$ cat config.mk
export PLATFORM = sky130hd
export DESIGN_NAME = lenet_weight_loader_flat
export DESIGN_NICKNAME = d
export VERILOG_FILES = /design/src/rtl/lenet_weight_loader_if.sv /design/src/rtl/lenet_weight_loader.sv /design/src/flat_wrapper.sv
export SDC_FILE = /design/constraint.sdc
export NUM_CORES = 1
export LEC_CHECK = 0
export ABC_AREA = 1
export CAP_MARGIN = 20
export CELL_PAD_IN_SITES_DETAIL_PLACEMENT = 0
export CELL_PAD_IN_SITES_GLOBAL_PLACEMENT = 2
export CORE_UTILIZATION = 35
export CTS_CLUSTER_SIZE = 16
export DETAILED_ROUTE_END_ITERATION = 8
export PLACE_DENSITY = 0.95
export SETUP_SLACK_MARGIN = 0.3
export SYNTH_ARGS = -nofsm -noshare
export SYNTH_HDL_FRONTEND = slang
export SYNTH_SLANG_ARGS = --single-unit
$ cat constraint.sdc
create_clock -name clk_i -period 7.95 [get_ports clk_i]
set_clock_uncertainty 0.2 [all_clocks]
set_input_delay 0.795 -clock clk_i [delete_from_list [all_inputs] [get_ports clk_i]]
set_output_delay 0.795 -clock clk_i [all_outputs]
set_load 0.005 [all_outputs]
$ cat src/rtl/lenet_weight_loader_if.sv
`timescale 1ns/1ps
// Stream and buffer-write bundle of the LeNet weight loader: host byte stream in,
// weight buffer and bias buffer write ports out.
interface lenet_weight_loader_if #(
   parameter int DATA_W  = 8,
   parameter int WADDR_W = 12,
   parameter int BADDR_W = 5,
   parameter int BIAS_W  = 32
);
   logic                     s_wt_valid_i;
   logic [DATA_W-1:0]        s_wt_data_i;
   logic                     s_wt_ready_o;
   logic                     wbuf_we_o;
   logic [WADDR_W-1:0]       wbuf_addr_o;
   logic [DATA_W-1:0]        wbuf_wdata_o;
   logic                     bias_we_o;
   logic [BADDR_W-1:0]       bias_addr_o;
   logic signed [BIAS_W-1:0] bias_wdata_o;

   modport master (
      input  s_wt_valid_i, s_wt_data_i,
      output s_wt_ready_o,
      output wbuf_we_o, wbuf_addr_o, wbuf_wdata_o,
      output bias_we_o, bias_addr_o, bias_wdata_o
   );

   modport slave (
      output s_wt_valid_i, s_wt_data_i,
      input  s_wt_ready_o,
      input  wbuf_we_o, wbuf_addr_o, wbuf_wdata_o,
      input  bias_we_o, bias_addr_o, bias_wdata_o
   );
endinterface

$ cat src/rtl/lenet_weight_loader.sv
`timescale 1ns/1ps
// LeNet-5 weight/bias loader: fetches a layer's parameter byte stream from the host,
// writes weights to the systolic weight buffer and packed 32-bit biases to the bias buffer.
module lenet_weight_loader #(
   parameter int DATA_W  = 8,
   parameter int WADDR_W = 12,
   parameter int BADDR_W = 5,
   parameter int BIAS_W  = 32
) (
   input  logic                 clk_i,
   input  logic                 rst_async_i,
   input  logic                 req_load_weight_i,
   input  logic [3:0]           layer_id_i,
   output logic                 weight_loaded_o,
   output logic                 err_o,
   output logic                 fetch_req_o,
   output logic [3:0]           fetch_layer_o,
   lenet_weight_loader_if.master wt
);
   localparam int ASM_W  = BIAS_W - DATA_W;
   localparam int BSEL_W = $clog2(BIAS_W / DATA_W);
   localparam logic [BSEL_W-1:0] BYTE_LAST = BSEL_W'(BIAS_W / DATA_W - 1);

   typedef enum logic [2:0] {
      ST_IDLE, ST_LOAD_W, ST_LOAD_B, ST_FLUSH, ST_DONE, ST_ERR, ST_WAIT_DROP
   } state_t;

   state_t             state_q, state_d;
   logic [3:0]         layer_q;
   logic [WADDR_W-1:0] wcnt_q;
   logic [BADDR_W-1:0] bword_q;
   logic [BSEL_W-1:0]  bbyte_q;
   logic [ASM_W-1:0]   asm_q;
   logic               beat, last_w, last_b, accept_ok;

   function automatic logic id_ok(input logic [3:0] id);
      return (id == 4'd1) || (id == 4'd2);
   endfunction

   function automatic logic [WADDR_W-1:0] w_last(input logic [3:0] id);
      case (id)
         4'd1:    return WADDR_W'(149);
         4'd2:    return WADDR_W'(2399);
         default: return '0;
      endcase
   endfunction

   function automatic logic [BADDR_W-1:0] b_last(input logic [3:0] id);
      case (id)
         4'd1:    return BADDR_W'(5);
         4'd2:    return BADDR_W'(15);
         default: return '0;
      endcase
   endfunction

   assign beat      = wt.s_wt_valid_i & wt.s_wt_ready_o;
   assign last_w    = beat && (wcnt_q == w_last(layer_q));
   assign last_b    = beat && (bbyte_q == BYTE_LAST) && (bword_q == b_last(layer_q));
   assign accept_ok = (state_q == ST_IDLE) && req_load_weight_i && id_ok(layer_id_i);

   always_ff @(posedge clk_i or posedge rst_async_i) begin
      if (rst_async_i) state_q <= ST_IDLE;
      else             state_q <= state_d;
   end

   always_comb begin
      state_d = state_q;
      case (state_q)
         ST_IDLE:      if (req_load_weight_i) state_d = id_ok(layer_id_i) ? ST_LOAD_W : ST_ERR;
         ST_LOAD_W:    if (last_w) state_d = ST_LOAD_B;
         ST_LOAD_B:    if (last_b) state_d = ST_FLUSH;
         ST_FLUSH:     state_d = ST_DONE;
         ST_DONE:      state_d = ST_WAIT_DROP;
         ST_ERR:       state_d = ST_WAIT_DROP;
         ST_WAIT_DROP: if (!req_load_weight_i) state_d = ST_IDLE;
         default:      state_d = ST_IDLE;
      endcase
   end

   // Completion pulse is launched from FLUSH so the last bias write lands one cycle earlier.
   always_ff @(posedge clk_i or posedge rst_async_i) begin
      if (rst_async_i) begin
         weight_loaded_o  <= 1'b0;
         err_o            <= 1'b0;
         fetch_req_o      <= 1'b0;
         fetch_layer_o    <= '0;
         layer_q          <= '0;
         wcnt_q           <= '0;
         bword_q          <= '0;
         bbyte_q          <= '0;
         asm_q            <= '0;
         wt.s_wt_ready_o  <= 1'b0;
         wt.wbuf_we_o     <= 1'b0;
         wt.wbuf_addr_o   <= '0;
         wt.wbuf_wdata_o  <= '0;
         wt.bias_we_o     <= 1'b0;
         wt.bias_addr_o   <= '0;
         wt.bias_wdata_o  <= '0;
      end else begin
         fetch_req_o     <= accept_ok;
         weight_loaded_o <= (state_q == ST_FLUSH) || (state_q == ST_ERR);
         err_o           <= err_o | (state_q == ST_ERR);
         wt.s_wt_ready_o <= (state_d == ST_LOAD_W) || (state_d == ST_LOAD_B);
         wt.wbuf_we_o    <= (state_q == ST_LOAD_W) && beat;
         wt.bias_we_o    <= (state_q == ST_LOAD_B) && beat && (bbyte_q == BYTE_LAST);

         if (accept_ok)                fetch_layer_o <= layer_id_i;
         else if (state_q == ST_DONE)  fetch_layer_o <= '0;

         if (state_q == ST_IDLE) begin
            wcnt_q  <= '0;
            bword_q <= '0;
            bbyte_q <= '0;
            asm_q   <= '0;
            if (req_load_weight_i) layer_q <= layer_id_i;
         end

         if ((state_q == ST_LOAD_W) && beat) begin
            wt.wbuf_addr_o  <= wcnt_q;
            wt.wbuf_wdata_o <= wt.s_wt_data_i;
            wcnt_q          <= wcnt_q + WADDR_W'(1);
         end

         // Bytes arrive LSB first; the assembler holds the three most recent ones.
         if ((state_q == ST_LOAD_B) && beat) begin
            asm_q   <= {wt.s_wt_data_i, asm_q[ASM_W-1:DATA_W]};
            bbyte_q <= bbyte_q + BSEL_W'(1);
            if (bbyte_q == BYTE_LAST) begin
               wt.bias_addr_o  <= bword_q;
               wt.bias_wdata_o <= $signed({wt.s_wt_data_i, asm_q});
               bword_q         <= bword_q + BADDR_W'(1);
            end
         end
      end
   end
endmodule

$ cat src/flat_wrapper.sv
// flat-port wrapper written by rule: the top's interface ports become plain ports
module lenet_weight_loader_flat 
#(
   parameter int DATA_W  = 8,
   parameter int WADDR_W = 12,
   parameter int BADDR_W = 5,
   parameter int BIAS_W  = 32
)
  (clk_i, rst_async_i, req_load_weight_i, layer_id_i, weight_loaded_o, err_o, fetch_req_o, fetch_layer_o, wt_s_wt_valid_i, wt_s_wt_data_i, wt_s_wt_ready_o, wt_wbuf_we_o, wt_wbuf_addr_o, wt_wbuf_wdata_o, wt_bias_we_o, wt_bias_addr_o, wt_bias_wdata_o);
  lenet_weight_loader_if #(.DATA_W(DATA_W), .WADDR_W(WADDR_W), .BADDR_W(BADDR_W), .BIAS_W(BIAS_W)) wt_i ();
  input  logic clk_i;
  input  logic rst_async_i;
  input  logic req_load_weight_i;
  input  logic [3:0] layer_id_i;
  output logic weight_loaded_o;
  output logic err_o;
  output logic fetch_req_o;
  output logic [3:0] fetch_layer_o;
  input wire logic [$bits(wt_i.s_wt_valid_i)-1:0] wt_s_wt_valid_i;
  input wire logic [$bits(wt_i.s_wt_data_i)-1:0] wt_s_wt_data_i;
  output wire logic [$bits(wt_i.s_wt_ready_o)-1:0] wt_s_wt_ready_o;
  output wire logic [$bits(wt_i.wbuf_we_o)-1:0] wt_wbuf_we_o;
  output wire logic [$bits(wt_i.wbuf_addr_o)-1:0] wt_wbuf_addr_o;
  output wire logic [$bits(wt_i.wbuf_wdata_o)-1:0] wt_wbuf_wdata_o;
  output wire logic [$bits(wt_i.bias_we_o)-1:0] wt_bias_we_o;
  output wire logic [$bits(wt_i.bias_addr_o)-1:0] wt_bias_addr_o;
  output wire logic [$bits(wt_i.bias_wdata_o)-1:0] wt_bias_wdata_o;
  assign wt_i.s_wt_valid_i = wt_s_wt_valid_i;
  assign wt_i.s_wt_data_i = wt_s_wt_data_i;
  assign wt_s_wt_ready_o = wt_i.s_wt_ready_o;
  assign wt_wbuf_we_o = wt_i.wbuf_we_o;
  assign wt_wbuf_addr_o = wt_i.wbuf_addr_o;
  assign wt_wbuf_wdata_o = wt_i.wbuf_wdata_o;
  assign wt_bias_we_o = wt_i.bias_we_o;
  assign wt_bias_addr_o = wt_i.bias_addr_o;
  assign wt_bias_wdata_o = wt_i.bias_wdata_o;
  lenet_weight_loader #(.DATA_W(DATA_W), .WADDR_W(WADDR_W), .BADDR_W(BADDR_W), .BIAS_W(BIAS_W)) u_core (.clk_i(clk_i), .rst_async_i(rst_async_i), .req_load_weight_i(req_load_weight_i), .layer_id_i(layer_id_i), .weight_loaded_o(weight_loaded_o), .err_o(err_o), .fetch_req_o(fetch_req_o), .fetch_layer_o(fetch_layer_o), .wt(wt_i));
endmodule
==> results of run 1 <==
[per-stage QoR]
stage | util | hold WS (ns) | power (mW) | area [um^2]
2_1_floorplan | - | 0.242 | 0.989 | 4950
3_3_place_gp | 0.426 | 0.263 | 1.10 | 5890
3_5_place_dp | 0.426 | 0.262 | 1.11 | 5890
4_1_cts | 0.467 | 0.277 | 1.83 | 6460
5_1_grt | 0.467 | 0.286 | 1.91 | 6460
6_report | 0.467 | 0.264 | 1.81 | 6460
[cells by family (layout without fill, tap and decap cells)]
| kind of cell | after synthesis | after routing | share of synthesized area |
|---|---|---|---|
| and+or+nand+nor | 209 | 209 | 0.190 |
| DFF | 117 | 117 | 0.591 |
| AOI/OAI and AO/OA | 106 | 106 | 0.130 |
| buffers and inverters | 86 | 185 | 0.0791 |
| adders and majority gates | 3 | 3 | 0.00758 |
| xor gates and xnor gates | 1 | 1 | 0.00177 |
[power by group]
group	internal (mW)	switching, mW
Sequential	0.664	0.0486
Combinational	0.146	0.241
Clock	0.439	0.274
[registers in the layout (all words and copies together), names as in the netlist]
register / flops
u_core.wt.bias_we_o: 1
u_core.wt.wbuf_wdata_o: 8
u_core.wcnt_q: 12
u_core.weight_loaded_o: 1
u_core.state_q: 3
u_core.wt.s_wt_ready_o: 1
u_core.layer_q: 4
u_core.err_o: 1
u_core.fetch_req_o: 1
u_core.fetch_layer_o: 4
u_core.wt.bias_wdata_o: 32
u_core.asm_q: 24
u_core.wt.bias_addr_o: 5
u_core.wt.wbuf_we_o: 1
u_core.bword_q: 5
u_core.wt.wbuf_addr_o: 12
u_core.bbyte_q: 2
[cells in the final DEF (no fill, tap or decap), types with 2 or more instances in the layout]
master           instances
a21oi_1                  4
clkinv_2                 4
nand4_1                  2
nand3_1                 17
o211ai_1                 2
nand3_2                  2
nor2_2                   6
o21ai_0                 37
nor2_1                  21
nand2_1                144
buf_4                    2
nor3_2                   2
o21a_1                   2
o21ai_1                 30
ha_1                     3
inv_4                    4
clkdlybuf4s50_1         82
dfrtp_1                117
nor3_1                   2
clkbuf_16               17
inv_1                   59
nand2_2                  5
nor2_4                   5
inv_6                    2
o22ai_2                  7
inv_2                    6
clkinv_4                 6
o22ai_1                 13
a31oi_1                  3
[final cells by class]
cell class | count | area (um^2) | area share
clock inverter | 14 | 128 | 0.0198
multi-input combinational | 319 | 1630 | 0.253
sequential | 117 | 2930 | 0.453
timing repair buffer | 84 | 836 | 0.129
tap | 180 | 225 | 0.0349
inverter | 69 | 269 | 0.0417
clock buffer | 18 | 439 | 0.0680
[how the worst max path moves through the flow]
stage	slack (ns)	startpoint	endpoint	depth (start not counted)
after CTS	5.47	wt_s_wt_valid_i	u_core.wcnt_q[1]$_DFFE_PP0P_	6
final	5.48	wt_s_wt_valid_i	u_core.wcnt_q[1]$_DFFE_PP0P_	6
after global placement	5.07	wt_s_wt_valid_i	u_core.asm_q[23]$_DFFE_PP0P_	8
after global routing	5.26	wt_s_wt_valid_i	u_core.wcnt_q[1]$_DFFE_PP0P_	6
after floorplan	3.85	rst_async_i	u_core.asm_q[0]$_DFFE_PP0P_	1
after detailed placement	5.04	wt_s_wt_valid_i	u_core.bword_q[3]$_DFF_PP0_	8
[per-layer routing]
layer | global-route usage | vias to the layer above | part of all wire
met5 | 0 | - | 0
met4 | 0.0810 | 0 | 0.0077
met3 | 0.0282 | 7 | 0.046
met2 | 0.257 | 92 | 0.48
met1 | 0.215 | 1789 | 0.47
li1 | - | 1869 | -
[worst min-delay path, stage by stage (launching register included)]
cell	delay [ns]
dfrtp_1	0.34
inv_1	0.04
nand2_1	0.05
==> metrics.yaml, run 1 <==
power.density_nw_per_um2: 281
fin_nets: 627
cts_resized: 0
grt_pass1_vias: 3710
grt_setup_unrepaired: "no"
overflow: 0
drive_gt1_frac: 0.124
grt_util_all_layers: 0.162
ys_ff_latch: 117
start_util: 0.358
synthFlopType: "dfrtp_1"
cts_buffers: 17
htree_levels: 4
syn_inst: 522
areaGrowthSynthToFinish_pct: 30.4
syn_avg_cell_area_um2: 9.48
drv_cap: 0
synthDistinctLibCells: 40
cts_root_buffer: "clkbuf_16"
postCtsSetupRepairBufs: 0
yosysTopAreaCell: "dfrtp_1"
synth_seq_area_share: 0.591
r2r-end: "u_core.wcnt_q[1]$_DFFE_PP0P_"
crit_top_cell: "nand2_1"
async_reset_ff_frac: 1.00
min_delay_path_depth: 2
dieHeight_um: 121
total_leakage_power_nw: 2.97
finalHoldViolations: 0
synth-edff-count: 0
fin_ws_ns: 5.48
cp.arrival_ns: 2.59
clockBufferDepth: 2
synth_area_leaders: "dfrtp_1 59%, nand2_1 11%, inv_1 4.5%"
crit_family: "buffers and inverters"
wl_per_cell_um: 13.5
final_cells: 801
drt_wl_total_um: 10800
slew-limit-headroom: 0.365
fillerInstances: 1288
ant_nets: 0
ios: 83
min_path_type: "reg -> reg"
regToRegSetupSlack_ns: 5.81
n_antenna_cell: 0
coreArea_um2: 13800
crit_slowest_cell: "inv_2"
worstReg2RegStart: "u_core.state_q[2]$_DFF_PP0_"
place_hpwl_um: 7510
period_needed_ns: 2.47
vias: 3757
route.detailed.drc: 0
final-setup-viol-count: 0
ctsHoldBuffers: 0
yosysMostFrequentCell: "nand2_1"
yosysWarnings: 0
status: "finished clean"
clk_latency_ns: 0.41
synth_area_um2: 4950
clkTransAtPathRegs_ns: 0.05
drt_iter0_drc: 233
worst_slew_pin_slew_ns: 0.953
worstPathMaxFanout: 40
min_from: "u_core.err_o$_DFF_PP0_"
io_buffers: 82
via_per_inst: 4.69
netlist_top_cells_count: "144 x nand2_1, 117 x dfrtp_1, 60 x inv_1"
hold_end: "u_core.err_o$_DFF_PP0_"
setup_tns_ns: 0
num_rows: 43
path_cells: "clkdlybuf4s50_1 -> nand2_1 -> nor2_4 -> inv_2 -> nand2_1 -> o21ai_0"
fin_crit_sh: 0.311
synth.net_count: 541
critical_path_class: "in -> reg"
die_w_um: 121
numClockSinks: 117
grt_pass1_wl_um: 18300
worst-path-buf-inv: 2
max_freq_ghz: 0.405
ir_drop_mv: 0.222
crit_path_start_kind: "primary input"
place_congestion: 0.821
cp_slowest_stage_delay_ns: 0.46
place_inst: 769
rr_worst_depth: 6
dr.pass1.iters: 5
critPathRequiredTime_ns: 8.07
cts_tree: "built"
synth_top_area_share: 0.591
antenna_found_initial: 0
dpl_worst_slack_ns: 5.04
cp-end-kind: "flop"
slew_violations: 0
grt_start_max_net_pins: 79
die-area_um2: 14600
Power figures use the tool's default switching activity.
==> run 2: changes to the inputs <==
--- a/config.mk
+++ b/config.mk
@@ -9,10 +9,10 @@
 export CAP_MARGIN = 20
 export CELL_PAD_IN_SITES_DETAIL_PLACEMENT = 0
 export CELL_PAD_IN_SITES_GLOBAL_PLACEMENT = 2
-export CORE_UTILIZATION = 35
+export CORE_UTILIZATION = 29
 export CTS_CLUSTER_SIZE = 16
 export DETAILED_ROUTE_END_ITERATION = 8
-export PLACE_DENSITY = 0.95
+export PLACE_DENSITY = 0.86
 export SETUP_SLACK_MARGIN = 0.3
 export SYNTH_ARGS = -nofsm -noshare
 export SYNTH_HDL_FRONTEND = slang
==> constraint.sdc (replaced) <==
create_clock -name clk_i -period 2.11 [get_ports clk_i]
set_clock_uncertainty 0.2 [all_clocks]
set_input_delay 0.211 -clock clk_i [delete_from_list [all_inputs] [get_ports clk_i]]
set_output_delay 0.211 -clock clk_i [all_outputs]
set_load 0.005 [all_outputs]
==> metrics.yaml, run 2 (synthesis gave the netlist of run 1 again) <==
place_inst: 813
fin_ws_ns: 0.361
fin_crit_sh: 0.829
clkTransAtPathRegs_ns: 0.06
clk_latency_ns: 0.42
slew_violations: 0
cts_tree: "built"
grt_pass1_vias: 3810
place_congestion: 0.752
num_rows: 47
p_sw_frac: 0.300
finalHoldViolations: 0
drt_wl_total_um: 11400
p_sw_mw: 2.12
ant_nets: 0
largest_reg_flops: 32
cp_slowest_stage_delay_ns: 0.52
worst-path-buf-inv: 1
cts_root_buffer: "clkbuf_16"
dpl_worst_slack_ns: 0.158
critical_path_class: "reg -> out"
p_comb_frac: 0.209
start_util: 0.297
final_util: 0.397
fin_nets: 631
route.detailed.drc: 0
drive_gt1_frac: 0.136
critPathRequiredTime_ns: 1.70
mostFrequentLayoutCell: "nand2_1"
antenna_found_initial: 0
path_cells: "clkdlybuf4s50_1"
die-area_um2: 17600
cts_resized: 0
clockBufferDepth: 2
cts_buffers: 17
final_cells: 845
clock_power_share: 0.412
via_per_inst: 4.42
dieHeight_um: 133
setup_tns_ns: 0
ir_drop_mv: 0.615
overflow: 0
htree_levels: 4
total_leakage_power_nw: 3.03
dr.pass1.iters: 4
grt_pass1_wl_um: 19400
crit_path_start_kind: "flop"
slew-limit-headroom: 0.573
die_w_um: 133
crit_slowest_cell: "clkdlybuf4s50_1"
ctsHoldBuffers: 0
place_hpwl_um: 7730
io_buffers: 82
vias: 3734
final-setup-viol-count: 0
coreArea_um2: 16600
max_freq_ghz: 0.572
drt_iter0_drc: 220
grt_start_max_net_pins: 118
grt_setup_unrepaired: "yes"
worst_slew_pin_slew_ns: 0.640
status: "finished clean"
worstPathMaxFanout: 2
reg_top3: "u_core.wt.bias_wdata_o x32, u_core.asm_q x24"
place_area_um2: 5980
postCtsSetupRepairBufs: 0
p_seq_frac: 0.379
period_needed_ns: 1.75
min_path_type: "in -> async"
final_cell_mix: "142 x nand2_1, 115 x dfrtp_1, 81 x clkdlybuf4s50_1, 59 x inv_1, 37 x o21ai_0"
grt_util_all_layers: 0.142
cp.arrival_ns: 1.34
top_register: "u_core.wt.bias_wdata_o"
intPower_mw: 4.96
cp-end-kind: "output pin"
crit_family: "buffers and inverters"
wl_per_cell_um: 13.5
areaGrowthSynthToFinish_pct: 33.6
n_antenna_cell: 0
numClockSinks: 117
drv_cap: 0
fin_area_um2: 6610
ios: 83
power.density_nw_per_um2: 1070
[run 2: power groups by stage]
stage          combinational [mW]  clock [mW]  sequential (mW)
2_1_floorplan                1.03           0             2.70
3_3_place_gp                 1.46           0             2.71
3_5_place_dp                 1.48           0             2.71
4_1_cts                      1.49        3.01             2.68
5_1_grt                      1.67        3.09             2.72
6_report                     1.48        2.92             2.68
[run 2: final cells by class]
cell class | count | area (um^2)
fill | 1660 | 10000
sequential | 117 | 2930
multi-input combinational | 319 | 1650
timing repair buffer | 88 | 885
clock buffer | 20 | 447
tap | 220 | 275
inverter | 69 | 270
clock inverter | 12 | 155
[run 2: per-stage QoR]
stage               hold WS [ns]  total power [mW]
floorplan                  0.145              3.73
global placement           0.263              4.17
global route               0.186              7.48
detailed placement         0.262              4.19
finish                     0.126              7.08
CTS                        0.156              7.18
[run 2: worst paths after layout]
| kind | slack, ns | startpoint | cells after the start | to |
|---|---|---|---|---|
| worst min register to register | 0.27 | u_core.err_o$_DFF_PP0_ | 2 | u_core.err_o$_DFF_PP0_ |
| worst max register to register | 0.41 | u_core.wcnt_q[0]$_DFFE_PP0P_ | 9 | u_core.wcnt_q[10]$_DFFE_PP0P_ |
| worst max-delay path | 0.36 | u_core.wt.bias_addr_o[2]$_DFFE_PP0P_ | 1 | wt_bias_addr_o[2] |
| worst min-delay path | 0.13 | rst_async_i | 3 | u_core.wt.wbuf_wdata_o[1]$_DFFE_PP0P_ |
| min in group clk_i | 0.18 | layer_id_i[2] | 3 | u_core.layer_q[2]$_DFFE_PP0P_ |
| max in group asynchronous | 1.06 | rst_async_i | 3 | u_core.state_q[0]$_DFF_PP0_ |
[run 2: metal layers]
metal	vias up	track usage	part of all wire
met1	1771	0.177	0.47
met5	-	0	0
met4	0	0.0690	0.023
met2	81	0.229	0.47
met3	17	0.0379	0.038
li1	1865	-	-
